### config.mk
export PLATFORM = sky130hd
export DESIGN_NAME = vx_nc_mem_sched
export DESIGN_NICKNAME = d
export VERILOG_FILES = /design/src/rtl/vx_nc_mem_sched.sv
export SDC_FILE = /design/constraint.sdc
export NUM_CORES = 1
export LEC_CHECK = 0
export ABC_CLOCK_PERIOD_IN_PS = 4300
export BUFFER_PORTS_ARGS = -buffer_cell sky130_fd_sc_hd__buf_2
export CORE_AREA = 2 2 259 261
export DETAILED_ROUTE_END_ITERATION = 8
export DIE_AREA = 0 0 261 263
export SETUP_SLACK_MARGIN = 0.1
export SYNTH_ARGS = -nofsm -noshare
export SYNTH_HDL_FRONTEND = slang
export SYNTH_SLANG_ARGS = --single-unit
### constraint.sdc
create_clock -name clk -period 4.3 [get_ports clk]
set_input_delay 1.075 -clock clk [delete_from_list [all_inputs] [get_ports clk]]
set_output_delay 1.075 -clock clk [all_outputs]
set_load 0.05 [all_outputs]
### src/rtl/vx_nc_mem_sched.sv
// Memory request scheduler: shares one registered memory request port between cache
// fill/writeback traffic and round-robin non-cacheable lanes, with a starvation guard
// for NC traffic and a credit limit on outstanding NC reads.
module vx_nc_mem_sched #(
    parameter int unsigned NUM_REQS        = 4,
    parameter int unsigned ADDR_WIDTH      = 26,
    parameter int unsigned DATA_WIDTH      = 64,
    parameter int unsigned CORE_TAG_WIDTH  = 8,
    parameter int unsigned CACHE_TAG_WIDTH = 10,
    parameter int unsigned MAX_PENDING     = 4,
    parameter int unsigned STARVE_LIMIT    = 8,
    localparam int unsigned LANE_W    = (NUM_REQS > 1) ? $clog2(NUM_REQS) : 1,
    localparam int unsigned TAG_OUT_W = 1 + ((CACHE_TAG_WIDTH > CORE_TAG_WIDTH + LANE_W) ?
                                             CACHE_TAG_WIDTH : CORE_TAG_WIDTH + LANE_W),
    localparam int unsigned PEND_W    = $clog2(MAX_PENDING + 1)
) (
    input  logic                                clk,
    input  logic                                reset,
    input  logic                                cache_req_valid,
    input  logic                                cache_req_rw,
    input  logic [ADDR_WIDTH-1:0]               cache_req_addr,
    input  logic [DATA_WIDTH/8-1:0]             cache_req_byteen,
    input  logic [DATA_WIDTH-1:0]               cache_req_data,
    input  logic [CACHE_TAG_WIDTH-1:0]          cache_req_tag,
    output logic                                cache_req_ready,
    input  logic [NUM_REQS-1:0]                 nc_req_valid,
    input  logic [NUM_REQS-1:0]                 nc_req_rw,
    input  logic [NUM_REQS*ADDR_WIDTH-1:0]      nc_req_addr,
    input  logic [NUM_REQS*DATA_WIDTH/8-1:0]    nc_req_byteen,
    input  logic [NUM_REQS*DATA_WIDTH-1:0]      nc_req_data,
    input  logic [NUM_REQS*CORE_TAG_WIDTH-1:0]  nc_req_tag,
    output logic [NUM_REQS-1:0]                 nc_req_ready,
    output logic                                mem_req_valid,
    output logic                                mem_req_rw,
    output logic [ADDR_WIDTH-1:0]               mem_req_addr,
    output logic [DATA_WIDTH/8-1:0]             mem_req_byteen,
    output logic [DATA_WIDTH-1:0]               mem_req_data,
    output logic [TAG_OUT_W-1:0]                mem_req_tag,
    input  logic                                mem_req_ready,
    input  logic                                nc_rsp_fire,
    output logic [PEND_W-1:0]                   nc_pending,
    output logic                                nc_credit_err
);

    localparam int unsigned BYTEEN_W = DATA_WIDTH / 8;
    localparam int unsigned STARVE_W = $clog2(STARVE_LIMIT + 1);
    localparam int unsigned BODY_W   = TAG_OUT_W - 1;

    logic                  load_en, can_read, nc_any, starved;
    logic                  nc_win, cache_win, nc_rd_grant, found;
    logic [NUM_REQS-1:0]   nc_elig;
    logic [LANE_W-1:0]     nc_lane, scan_idx;
    logic [LANE_W-1:0]     rr_ptr_q, rr_ptr_d;
    logic [STARVE_W-1:0]   starve_q, starve_d;
    logic [PEND_W-1:0]     pend_q, pend_d;
    logic                  err_q, err_d;
    logic                  valid_q, valid_d, rw_q, rw_d;
    logic [ADDR_WIDTH-1:0] addr_q, addr_d;
    logic [BYTEEN_W-1:0]   byteen_q, byteen_d;
    logic [DATA_WIDTH-1:0] data_q, data_d;
    logic [TAG_OUT_W-1:0]  tag_q, tag_d;

    // Output stage accepts a new request when empty or draining this cycle.
    assign load_en   = ~valid_q | mem_req_ready;
    assign can_read  = pend_q < PEND_W'(MAX_PENDING);
    // Writes never consume a credit, so they stay eligible when reads are throttled.
    assign nc_elig   = nc_req_valid & (nc_req_rw | {NUM_REQS{can_read}});
    assign nc_any    = |nc_elig;
    assign starved   = (starve_q == STARVE_W'(STARVE_LIMIT));
    assign nc_win    = load_en & nc_any & (starved | ~cache_req_valid);
    assign cache_win = load_en & cache_req_valid & ~(starved & nc_any);
    assign nc_rd_grant = nc_win & ~nc_req_rw[nc_lane];

    assign cache_req_ready = cache_win;
    assign nc_req_ready    = nc_win ? (NUM_REQS'(1) << nc_lane) : '0;

    // Round-robin pick: first eligible lane at or after rr_ptr, wrapping.
    always_comb begin
        nc_lane  = '0;
        scan_idx = '0;
        found    = 1'b0;
        for (int k = 0; k < int'(NUM_REQS); k++) begin
            scan_idx = LANE_W'((int'(rr_ptr_q) + k) % int'(NUM_REQS));
            if (!found && nc_elig[scan_idx]) begin
                found   = 1'b1;
                nc_lane = scan_idx;
            end
        end
    end

    // Arbitration state: round-robin pointer, starvation counter, read credits.
    always_comb begin
        rr_ptr_d = rr_ptr_q;
        starve_d = starve_q;
        pend_d   = pend_q;
        err_d    = err_q;
        if (nc_win) begin
            rr_ptr_d = LANE_W'((int'(nc_lane) + 1) % int'(NUM_REQS));
        end
        if (load_en) begin
            if (nc_win || !nc_any) begin
                starve_d = '0;
            end else if (cache_win && !starved) begin
                starve_d = starve_q + STARVE_W'(1);
            end
        end
        if (nc_rd_grant && !nc_rsp_fire) begin
            pend_d = pend_q + PEND_W'(1);
        end else if (nc_rsp_fire && !nc_rd_grant) begin
            // A response with no outstanding read is a protocol error; count stays at zero.
            if (pend_q == '0) begin
                err_d = 1'b1;
            end else begin
                pend_d = pend_q - PEND_W'(1);
            end
        end
    end

    // Output register next state: load the winner's payload; hold while stalled.
    always_comb begin
        valid_d  = valid_q;
        rw_d     = rw_q;
        addr_d   = addr_q;
        byteen_d = byteen_q;
        data_d   = data_q;
        tag_d    = tag_q;
        if (load_en) begin
            valid_d = cache_win | nc_win;
            if (cache_win) begin
                rw_d     = cache_req_rw;
                addr_d   = cache_req_addr;
                byteen_d = cache_req_byteen;
                data_d   = cache_req_data;
                tag_d    = {1'b0, BODY_W'(cache_req_tag)};
            end else if (nc_win) begin
                rw_d     = nc_req_rw[nc_lane];
                addr_d   = nc_req_addr[int'(nc_lane)*ADDR_WIDTH +: ADDR_WIDTH];
                byteen_d = nc_req_byteen[int'(nc_lane)*BYTEEN_W +: BYTEEN_W];
                data_d   = nc_req_data[int'(nc_lane)*DATA_WIDTH +: DATA_WIDTH];
                tag_d    = {1'b1, BODY_W'({nc_lane,
                            nc_req_tag[int'(nc_lane)*CORE_TAG_WIDTH +: CORE_TAG_WIDTH]})};
            end
        end
    end

    // State registers with synchronous reset; reset drops any pending request.
    always_ff @(posedge clk) begin
        if (reset) begin
            rr_ptr_q <= '0;
            starve_q <= '0;
            pend_q   <= '0;
            err_q    <= 1'b0;
            valid_q  <= 1'b0;
            rw_q     <= 1'b0;
            addr_q   <= '0;
            byteen_q <= '0;
            data_q   <= '0;
            tag_q    <= '0;
        end else begin
            rr_ptr_q <= rr_ptr_d;
            starve_q <= starve_d;
            pend_q   <= pend_d;
            err_q    <= err_d;
            valid_q  <= valid_d;
            rw_q     <= rw_d;
            addr_q   <= addr_d;
            byteen_q <= byteen_d;
            data_q   <= data_d;
            tag_q    <= tag_d;
        end
    end

    assign mem_req_valid  = valid_q;
    assign mem_req_rw     = rw_q;
    assign mem_req_addr   = addr_q;
    assign mem_req_byteen = byteen_q;
    assign mem_req_data   = data_q;
    assign mem_req_tag    = tag_q;
    assign nc_pending     = pend_q;
    assign nc_credit_err  = err_q;

endmodule

==> results of run 1 <==
## flip-flops by register name, indices dropped and copies added (netlist names)
signal,flops
mem_req_addr,26
mem_req_byteen,8
mem_req_data,64
mem_req_rw,1
mem_req_tag,11
mem_req_valid,1
nc_credit_err,1
nc_pending,3
rr_ptr_q,2
starve_q,4
## worst min-delay path, cell delays in order (launching register included)
cell and delay [ns]:
dfxtp_1 0.32, nand2_1 0.05, o31ai_1 0.05
## metal layers
metal / share of wire / up-vias / GRT usage
met5: 0.0016 / - / 0
met4: 0.037 / 14 / 0.0799
met3: 0.082 / 107 / 0.0434
met2: 0.50 / 639 / 0.279
met1: 0.38 / 5530 / 0.177
li1: - / 5490 / -
## power breakdown
| group | switching, mW | internal [mW] |
|---|---|---|
| sequential | 0.166 | 1.39 |
| combinational | 3.07 | 1.39 |
| clock | 0.676 | 0.813 |
## per-stage QoR
| step | power, mW | util | instance area (um2) | cells |
|---|---|---|---|---|
| 4_1_cts | 7.61 | 0.208 | 13600 | 2593 |
| 5_1_grt | 7.95 | 0.208 | 13700 | 2603 |
| 3_5_place_dp | 6.06 | 0.199 | 13100 | 2561 |
| 6_report | 7.50 | 0.208 | 13700 | 2604 |
| 3_3_place_gp | 6.04 | 0.199 | 13100 | 2561 |
| 2_1_floorplan | 4.55 | - | 8720 | 1118 |
## cells in the final DEF, fill, tap and decap left out, types with 3 or more instances in the layout
| cell type | n |
|---|---|
| o32ai_1 | 55 |
| nor2_1 | 12 |
| inv_6 | 4 |
| mux2i_1 | 8 |
| and2_1 | 5 |
| o21ai_0 | 57 |
| nor3_1 | 3 |
| dfxtp_1 | 120 |
| inv_1 | 10 |
| a211oi_1 | 212 |
| clkbuf_16 | 17 |
| a21oi_1 | 71 |
| nor2b_1 | 113 |
| o31ai_1 | 51 |
| nand2_1 | 65 |
| buf_12 | 12 |
| ha_1 | 8 |
| buf_4 | 39 |
| xnor2_1 | 3 |
| and3_1 | 159 |
| clkinvlp_4 | 6 |
| diode_2 | 10 |
| buf_2 | 662 |
## cell type report
class | instances | area [um2]
Fill cell | 7454 | 51900
Multi-Input combinational cell | 852 | 5690
Timing Repair Buffer | 713 | 3850
Sequential cell | 121 | 2420
Tap cell | 864 | 1080
Clock buffer | 19 | 443
Clock inverter | 13 | 120
Inverter | 12 | 50.0
Antenna cell | 10 | 25.0
## cells by family (layout without fill, tap and decap cells)
family	after synthesis	in the layout	synth area share
and+or+nand+nor	372	372	0.246
AOI/OAI and AO/OA	458	458	0.370
buffers and inverters	145	757	0.0776
adders and majority gates	9	9	0.0138
xor gates and xnor gates	3	3	0.00301
DFF	121	121	0.278
muxes	10	10	0.0116
other	0	10	0
## what timing repair did
action,in CTS,in global routing
hold buffers,0,0
pin swaps,0,1
resized for setup,1,1
cloned,0,0
buffers inserted,0,1
endpoints found under the setup margin,4,3
## worst min path at each step
| stage | end | cells past startpoint | from | slack (ns) |
|---|---|---|---|---|
| detailed placement | mem_req_addr[5] | 2 | mem_req_addr[5] | 0.44 |
| floorplan | starve_q[2] | 2 | starve_q[2] | 0.45 |
| CTS | mem_req_addr[5] | 2 | mem_req_addr[5] | 0.45 |
| finish | mem_req_addr[5] | 2 | mem_req_addr[5] | 0.45 |
| global placement | mem_req_data[24] | 2 | mem_req_data[24] | 0.43 |
| global route | mem_req_data[14] | 2 | mem_req_data[14] | 0.47 |
==> impl_metrics.py, run 1 <==
metrics = {
    "global_route": {
        "grt_pass1_wl_um": 79500,
        "grt_pass1_vias": 11600,
        "antenna_found_initial": 35,
        "grt-ovfl-total": 0,
        "grt_max_degree": 129,
        "track_usage": 0.160,
    },
    "place": {
        "io_buffers": 665,
        "preCtsSetupSlack_ns": 0.124,
        "dpl.hpwl_um": 44800,
        "place_congestion": 0.852,
    },
    "clocking": {
        "numCtsBuffers": 17,
        "clockBufferDepth": 2,
        "insertion_delay_ns": 0.48,
        "cts_htree_levels": 4,
        "cts_tree": "built",
        "cts_root_buf": "clkbuf_16",
        "cts.sinks": 121,
        "clk_transition_reported_paths_ns": 0.06,
    },
    "yosys": {
        "yosys_warnings": 0,
        "yosysTopAreaCell": "dfxtp_1",
        "netlist_instances": 1118,
        "synth_cell_type_count": 42,
        "syn_area_per_cell_um2": 7.80,
        "ys.flop_type": "dfxtp_1",
        "synth_edf_count": 0,
        "netlist_area_um2": 8720,
        "yosys.area.top_type_share": 0.278,
        "synthTopCellsByArea": "dfxtp_1 28%, a211oi_1 18%, and3_1 11%, nor2b_1 8.1%, o32ai_1 5.5%",
        "ys_seq_elements": 121,
        "async_flop_share": 0,
        "ys_top_cells_by_count": "213 x a211oi_1, 159 x and3_1, 121 x dfxtp_1",
        "synth_seq_area_share": 0.278,
        "synth_most_common_cell": "a211oi_1",
        "syn_nets": 1673,
    },
    "floorplanning": {
        "die_area_um2": 68600,
        "io-pin-count": 666,
        "rows": 94,
        "initial_core_util": 0.133,
        "die_y_um": 263,
        "die_x_um": 261,
        "core_um2": 65600,
    },
    "routing": {
        "first_iter_violations": 767,
        "wl_per_cell_um": 22.0,
        "ant_nets": 0,
        "vias_per_cell": 4.52,
        "drc_errors": 0,
        "route.vias.total": 11800,
        "wl_um": 57200,
        "drt_pass1_iterations": 5,
    },
    "critical_path": {
        "path_cells": "buf_2, mux2i_2, a221oi_4, buf_4, o21ai_0, o31ai_4, and2_4, inv_6, ha_1, and2_1, buf_2",
        "arrival_ns": 3.00,
        "critPathMaxFanout": 7,
        "r2r_start": "rr_ptr_q[0]",
        "crit_end": "nc_req_ready[2]",
        "worst-path-buf-inv": 4,
        "max_stage_delay_ns": 0.30,
        "required_ns": 3.22,
        "startpoint_type": "primary input",
        "crit_path_top_delay_cell": "o21ai_0",
        "cpMostUsedCell": "buf_2",
        "worst-setup-path-type": "in -> out",
        "endpoint_kind": "output port",
        "rr_worst_depth": 15,
        "crit_cells": 11,
        "reg2reg_slack_ns": 0.91,
        "r2r_end": "nc_pending[2]",
        "startpoint": "nc_req_rw[0]",
        "critPathTopFamily": "buffers and inverters",
    },
    "timing": {
        "finClkSkew_ns": 0.0198,
        "tightestPinTransition_ns": 0.769,
        "postLayoutSetupSlackWorst_ns": 0.227,
        "layout_min_cycle_time_ns": 4.07,
        "holdWs_ns": 0.447,
        "setup_tns_ns": 0,
        "rsz0062_at_grt": "false",
        "setup_viol": 0,
        "fin_crit_sh": 0.947,
        "fmax_ghz": 0.246,
        "slew_headroom": 0.487,
        "hold_viol": 0,
        "drv_slew": 0,
    },
    "status": {
        "outcome": "finished clean",
    },
    "run": {
        "cap_violations": 0,
    },
    "pwr": {
        "p_leak_nw": 6.32,
        "power_density_nw_per_um2": 548,
        "ir_drop_uv": 288,
    },
    "finish": {
        "final_layout_size_suffix_gt1_frac": 0.442,
        "final_nets": 2272,
        "area_delta_synth_final_pct": 56.9,
    },
    "min_path": {
        "hold_path_class": "reg -> reg",
    },
}
No activity file was read; power rests on OpenSTA's default activity.
==> run 2, diff against run 1 <==
--- a/config.mk
+++ b/config.mk
@@ -5,11 +5,12 @@
 export SDC_FILE = /design/constraint.sdc
 export NUM_CORES = 1
 export LEC_CHECK = 0
+export ABC_AREA = 1
 export ABC_CLOCK_PERIOD_IN_PS = 4300
 export BUFFER_PORTS_ARGS = -buffer_cell sky130_fd_sc_hd__buf_2
-export CORE_AREA = 2 2 259 261
+export CORE_AREA = 2 2 260 262
 export DETAILED_ROUTE_END_ITERATION = 8
-export DIE_AREA = 0 0 261 263
+export DIE_AREA = 0 0 262 264
 export SETUP_SLACK_MARGIN = 0.1
 export SYNTH_ARGS = -nofsm -noshare
 export SYNTH_HDL_FRONTEND = slang
==> impl_metrics.py, run 2 <==
metrics = {
    "status": {
        "outcome": "finished clean",
    },
    "critical_path": {
        "arrival_ns": 2.92,
        "r2r_start": "nc_pending[2]",
        "required_ns": 3.22,
        "crit_path_top_delay_cell": "ha_1",
        "worst-setup-path-type": "in -> out",
        "worst-path-buf-inv": 6,
        "max_stage_delay_ns": 0.21,
        "startpoint_type": "primary input",
        "reg2reg_slack_ns": 1.08,
        "critPathMaxFanout": 11,
        "critPathTopFamily": "simple AND/OR/NAND/NOR gates",
        "r2r_end": "nc_pending[2]",
        "endpoint_kind": "output port",
        "rr_worst_depth": 18,
        "path_cells": "buf_2, inv_1, nand2_1, nand3_1, nand3_1, nand2_2, nand2_2, nor2_4, nand3_4, nand2_8, clkinv_2, ha_1, inv_1, nor2_1, buf_4, clkbuf_4",
    },
    "floorplanning": {
        "io-pin-count": 666,
        "core_um2": 66600,
        "rows": 95,
        "initial_core_util": 0.159,
        "die_y_um": 264,
        "die_area_um2": 69200,
        "die_x_um": 262,
    },
    "yosys": {
        "syn_area_per_cell_um2": 5.47,
        "netlist_area_um2": 10600,
        "yosysTopAreaCell": "nand2_1",
        "yosys_warnings": 0,
        "yosys.area.top_type_share": 0.255,
        "ys_top_cells_by_count": "719 x nand2_1, 309 x inv_1, 121 x dfxtp_1",
        "synth_most_common_cell": "nand2_1",
        "synth_edf_count": 0,
        "ys.flop_type": "dfxtp_1",
        "async_flop_share": 0,
        "synth_seq_area_share": 0.229,
        "netlist_instances": 1933,
        "synthTopCellsByArea": "nand2_1 26%, dfxtp_1 23%, inv_1 11%, a21oi_1 5.6%, o21ai_0 5.4%",
        "synth_cell_type_count": 32,
        "ys_seq_elements": 121,
        "syn_nets": 2488,
    },
    "run": {
        "cap_violations": 0,
    },
    "routing": {
        "wl_um": 56700,
        "drt_pass1_iterations": 5,
        "first_iter_violations": 788,
        "vias_per_cell": 4.15,
        "route.vias.total": 14100,
        "wl_per_cell_um": 16.7,
        "ant_nets": 0,
        "drc_errors": 0,
    },
    "global_route": {
        "grt_pass1_wl_um": 80200,
        "grt-ovfl-total": 0,
        "antenna_found_initial": 27,
        "track_usage": 0.156,
        "grt_max_degree": 163,
        "grt_pass1_vias": 13300,
    },
    "place": {
        "dpl.hpwl_um": 43400,
        "preCtsSetupSlack_ns": 0.0120,
        "place_congestion": 0.887,
        "io_buffers": 665,
        "dpl_cell_area_um2": 14600,
    },
    "pwr": {
        "swShare": 0.543,
        "clockPowerShare": 0.191,
        "power_density_nw_per_um2": 585,
        "pwr-share-comb": 0.635,
        "internal-power_mw": 4.11,
        "p_leak_nw": 8.99,
        "p_total_mw": 8.99,
        "switching_power_mw": 4.88,
        "seqPwrFrac": 0.175,
        "ir_drop_uv": 314,
    },
    "clocking": {
        "cts_root_buf": "clkbuf_16",
        "insertion_delay_ns": 0.47,
        "hold_buffers": 0,
        "cts_htree_levels": 4,
        "numCtsBuffers": 17,
        "cts.sinks": 121,
        "clk_transition_reported_paths_ns": 0.06,
        "cts_tree": "built",
        "clockBufferDepth": 2,
    },
    "finish": {
        "utilization": 0.231,
        "final_common_cell": "nand2_1",
        "largest_register_ffs": 64,
        "layout_common_cells": "717 x nand2_1, 661 x buf_2, 305 x inv_1, 120 x dfxtp_1, 118 x a21oi_1",
        "area_delta_synth_final_pct": 45.3,
        "final_nets": 3062,
        "final_layout_size_suffix_gt1_frac": 0.297,
        "post-route-cell-area_um2": 15400,
    },
    "timing": {
        "setup_viol": 0,
        "fmax_ghz": 0.250,
        "layout_min_cycle_time_ns": 4.00,
        "finClkSkew_ns": 0.0128,
        "rsz0062_at_grt": "false",
        "holdWs_ns": 0.468,
        "hold_viol": 0,
        "fin_crit_sh": 0.930,
        "drv_slew": 0,
        "tightestPinTransition_ns": 1.21,
        "postLayoutSetupSlackWorst_ns": 0.301,
        "slew_headroom": 0.191,
    },
    "min_path": {
        "hold_path_class": "reg -> reg",
        "hold_path.startpoint": "nc_credit_err",
        "min_to": "nc_credit_err",
        "min_path_cells": 2,
    },
}
run 2: cell families after synthesis:
group,count (synthesis),share of synthesized area
adders and majority gates,9,0.0114
buffers and inverters,446,0.176
AOI/OAI and AO/OA,346,0.175
and+or+nand+nor,1009,0.407
xor gates and xnor gates,2,0.00166
DFF,121,0.229
run 2: worst min-delay path, stage by stage (launching register included):
cell and delay (ns):
dfxtp_1 0.31, inv_1 0.05, a21oi_1 0.05
run 2: worst max path at each step:
stage | start | to | slack (ns) | cells after the start
after floorplan | nc_req_rw[3] | nc_req_ready[0] | 0.17 | 14
after global placement | nc_req_rw[2] | nc_req_ready[1] | -0.01 | 15
after detailed placement | nc_req_rw[2] | nc_req_ready[1] | 0.01 | 15
after CTS | nc_req_rw[2] | nc_req_ready[2] | 0.11 | 14
after global routing | nc_req_rw[3] | nc_req_ready[0] | 0.1 | 17
final | nc_req_rw[0] | nc_req_ready[0] | 0.30 | 16
run 2: repair_timing:
action	CTS	global route
resized for setup	1	10
setup buffers	0	1
endpoints found under the setup margin	1	4
run 2: layer usage:
metal  routed length, um  track usage  vias up
li1                    -            -     7103
met1               23300        0.180     6274
met2               27400        0.274      601
met3                4420       0.0406       98
met4                1560       0.0608       18
met5                 117            0        -
run 2: layout make-up:
cell class	count	area (um2)
Antenna cell	7	17.5
Inverter	314	1190
Fill cell	7763	51200
Clock inverter	11	193
Timing Repair Buffer	687	3620
Sequential cell	121	2420
Tap cell	873	1090
Multi-Input combinational cell	1366	6360
Clock buffer	20	467
run 2: power by group through the flow:
stage / combinational (mW) / clock (mW) / sequential (mW)
2_1_floorplan: 3.11 / 0 / 2.55
3_3_place_gp: 5.78 / 0 / 1.59
3_5_place_dp: 5.76 / 0 / 1.59
4_1_cts: 5.79 / 1.79 / 1.57
5_1_grt: 6.32 / 1.82 / 1.61
6_report: 5.71 / 1.71 / 1.57
run 2: stage by stage:
step                      instances  TNS, ns
after floorplan                1933        0
after global placement         3360  -0.0103
after detailed placement       3360        0
after CTS                      3391        0
after global routing           3398        0
final                          3399        0
==> run 3, diff against run 2 <==
--- a/config.mk
+++ b/config.mk
@@ -6,11 +6,11 @@
 export NUM_CORES = 1
 export LEC_CHECK = 0
 export ABC_AREA = 1
-export ABC_CLOCK_PERIOD_IN_PS = 4300
+export ABC_CLOCK_PERIOD_IN_PS = 4900
 export BUFFER_PORTS_ARGS = -buffer_cell sky130_fd_sc_hd__buf_2
-export CORE_AREA = 2 2 260 262
+export CORE_AREA = 2 2 256 258
 export DETAILED_ROUTE_END_ITERATION = 8
-export DIE_AREA = 0 0 262 264
+export DIE_AREA = 0 0 258 260
 export SETUP_SLACK_MARGIN = 0.1
 export SYNTH_ARGS = -nofsm -noshare
 export SYNTH_HDL_FRONTEND = slang
==> constraint.sdc (replaced) <==
create_clock -name clk -period 4.9 [get_ports clk]
set_input_delay 1.225 -clock clk [delete_from_list [all_inputs] [get_ports clk]]
set_output_delay 1.225 -clock clk [all_outputs]
set_load 0.05 [all_outputs]
==> impl_metrics.py, run 3 (same netlist as run 2, synthesis figures left out) <==
metrics = {
    "place": {
        "preCtsSetupSlack_ns": 0.583,
        "dpl.hpwl_um": 42400,
        "dpl_cell_area_um2": 14600,
        "io_buffers": 665,
        "place_congestion": 0.883,
    },
    "critical_path": {
        "reg2reg_slack_ns": 1.46,
        "arrival_ns": 3.06,
        "crit_path_top_delay_cell": "buf_2",
        "rr_worst_depth": 22,
        "max_stage_delay_ns": 0.25,
        "critPathMaxFanout": 7,
        "startpoint_type": "primary input",
        "r2r_start": "rr_ptr_q[0]",
        "r2r_end": "nc_pending[2]",
        "path_cells": "buf_2, inv_1, nand2_1, nand3_1, nand3_1, nand2_2, nand2_2, nor2_4, nand3_2, nand2_4, clkinv_2, ha_1, inv_1, nor2_1, buf_2",
        "worst-setup-path-type": "in -> out",
        "required_ns": 3.67,
        "endpoint_kind": "output port",
    },
    "floorplanning": {
        "core_um2": 64100,
        "rows": 93,
        "initial_core_util": 0.165,
        "io-pin-count": 666,
        "die_x_um": 258,
        "die_y_um": 260,
        "die_area_um2": 67100,
    },
    "pwr": {
        "p_total_mw": 7.76,
        "ir_drop_uv": 368,
        "power_density_nw_per_um2": 510,
        "p_leak_nw": 8.96,
    },
    "routing": {
        "drc_errors": 0,
        "met2_length_um": 26500,
        "top_layer": "met5",
        "wl_um": 54900,
        "wl_met1_um": 21800,
        "first_iter_violations": 834,
        "ant_nets": 0,
        "drt_pass1_iterations": 8,
        "wl_per_cell_um": 16.2,
        "wl_met3_um": 4390,
        "vias_per_cell": 4.18,
        "route.vias.total": 14100,
    },
    "global_route": {
        "grt_pass1_wl_um": 79000,
        "grt_pass1_vias": 13500,
        "antenna_found_initial": 25,
        "grt-ovfl-total": 0,
        "track_usage": 0.157,
        "grt_max_degree": 100,
    },
    "finish": {
        "final_nets": 3064,
        "post-route-cell-area_um2": 15200,
        "largest_register_ffs": 64,
        "area_delta_synth_final_pct": 43.9,
        "utilization": 0.237,
        "fill_cells": 7452,
        "layout_common_cells": "718 x nand2_1, 664 x buf_2, 306 x inv_1, 121 x dfxtp_1, 118 x a21oi_1",
        "final_layout_size_suffix_gt1_frac": 0.295,
        "final_common_cell": "nand2_1",
    },
    "timing": {
        "postLayoutSetupSlackWorst_ns": 0.612,
        "drv_slew": 0,
        "setup_tns_ns": 0,
        "finClkSkew_ns": 0.0131,
        "layout_min_cycle_time_ns": 4.29,
        "setup_viol": 0,
        "slew_headroom": 0.326,
        "fmax_ghz": 0.233,
        "rsz0062_at_grt": "false",
        "hold_viol": 0,
        "tightestPinTransition_ns": 1.01,
        "fin_crit_sh": 0.875,
    },
    "clocking": {
        "insertion_delay_ns": 0.48,
        "post_cts_buffers": 0,
        "clk_transition_reported_paths_ns": 0.07,
        "hold_buffers": 0,
        "clockBufferDepth": 2,
        "cts_htree_levels": 4,
        "cts_root_buf": "clkbuf_16",
        "cts.sinks": 121,
        "cts_resized": 0,
        "cts_tree": "built",
        "numCtsBuffers": 17,
    },
    "min_path": {
        "hold_path_class": "reg -> reg",
        "min_to": "nc_credit_err",
        "min_path_cells": 2,
        "hold_path.startpoint": "nc_credit_err",
    },
    "status": {
        "outcome": "finished clean",
    },
    "run": {
        "cap_violations": 0,
    },
}
run 3: changes by cell type in the layout (fill, tap and decap cells not counted), sizes merged:
cell,previous run,this run
clkbuf,23,17
clkinv,4,6
bufinv,5,4
clkinvlp,2,1
inv,314,318
buf,684,689
diode,7,5
run 3: worst max path at each step:
stage | startpoint | endpoint | slack (ns) | cells after the start
after CTS | nc_req_rw[3] | nc_req_ready[0] | 0.57 | 15
after global placement | nc_req_rw[0] | nc_req_ready[0] | 0.59 | 15
after floorplan | nc_req_rw[3] | nc_req_ready[0] | 0.47 | 14
final | nc_req_rw[0] | nc_req_ready[1] | 0.61 | 15
after global routing | nc_req_rw[3] | nc_req_ready[0] | 0.37 | 15
after detailed placement | nc_req_rw[3] | nc_req_ready[0] | 0.58 | 15
run 3: critical path: cells and delay by family:
family                   cells  cell delay (ns)
AND/OR/NAND/NOR              9             0.87
buffers and inverters        5             0.71
adder cells (fa/ha/maj)      1             0.24
run 3: metrics by stage:
stage          std cells  hold WS [ns]
2_1_floorplan       1933         0.480
3_3_place_gp        3345         0.438
3_5_place_dp        3345         0.447
4_1_cts             3377         0.459
5_1_grt             3380         0.498
6_report            3382         0.458
run 3: final cells by class:
class | instances | area (um2) | area share
Antenna cell | 5 | 12.5 | 0.000823
Sequential cell | 121 | 2420 | 0.159
Clock inverter | 15 | 211 | 0.0139
Timing Repair Buffer | 689 | 3540 | 0.232
Tap cell | 855 | 1070 | 0.0703
Inverter | 314 | 1190 | 0.0785
Multi-Input combinational cell | 1366 | 6340 | 0.417
Clock buffer | 17 | 425 | 0.0280
run 3: report_power, final:
group	internal, mW	switching, mW	total, mW
Sequential	1.24	0.139	1.38
Clock	0.861	0.593	1.45
Combinational	1.38	3.54	4.92
run 3: per-layer routing:
| metal | vias to the layer above | global-route usage |
|---|---|---|
| li1 | 7113 | - |
| met1 | 6278 | 0.173 |
| met2 | 607 | 0.277 |
| met3 | 114 | 0.0489 |
| met4 | 10 | 0.0705 |
| met5 | - | 0 |
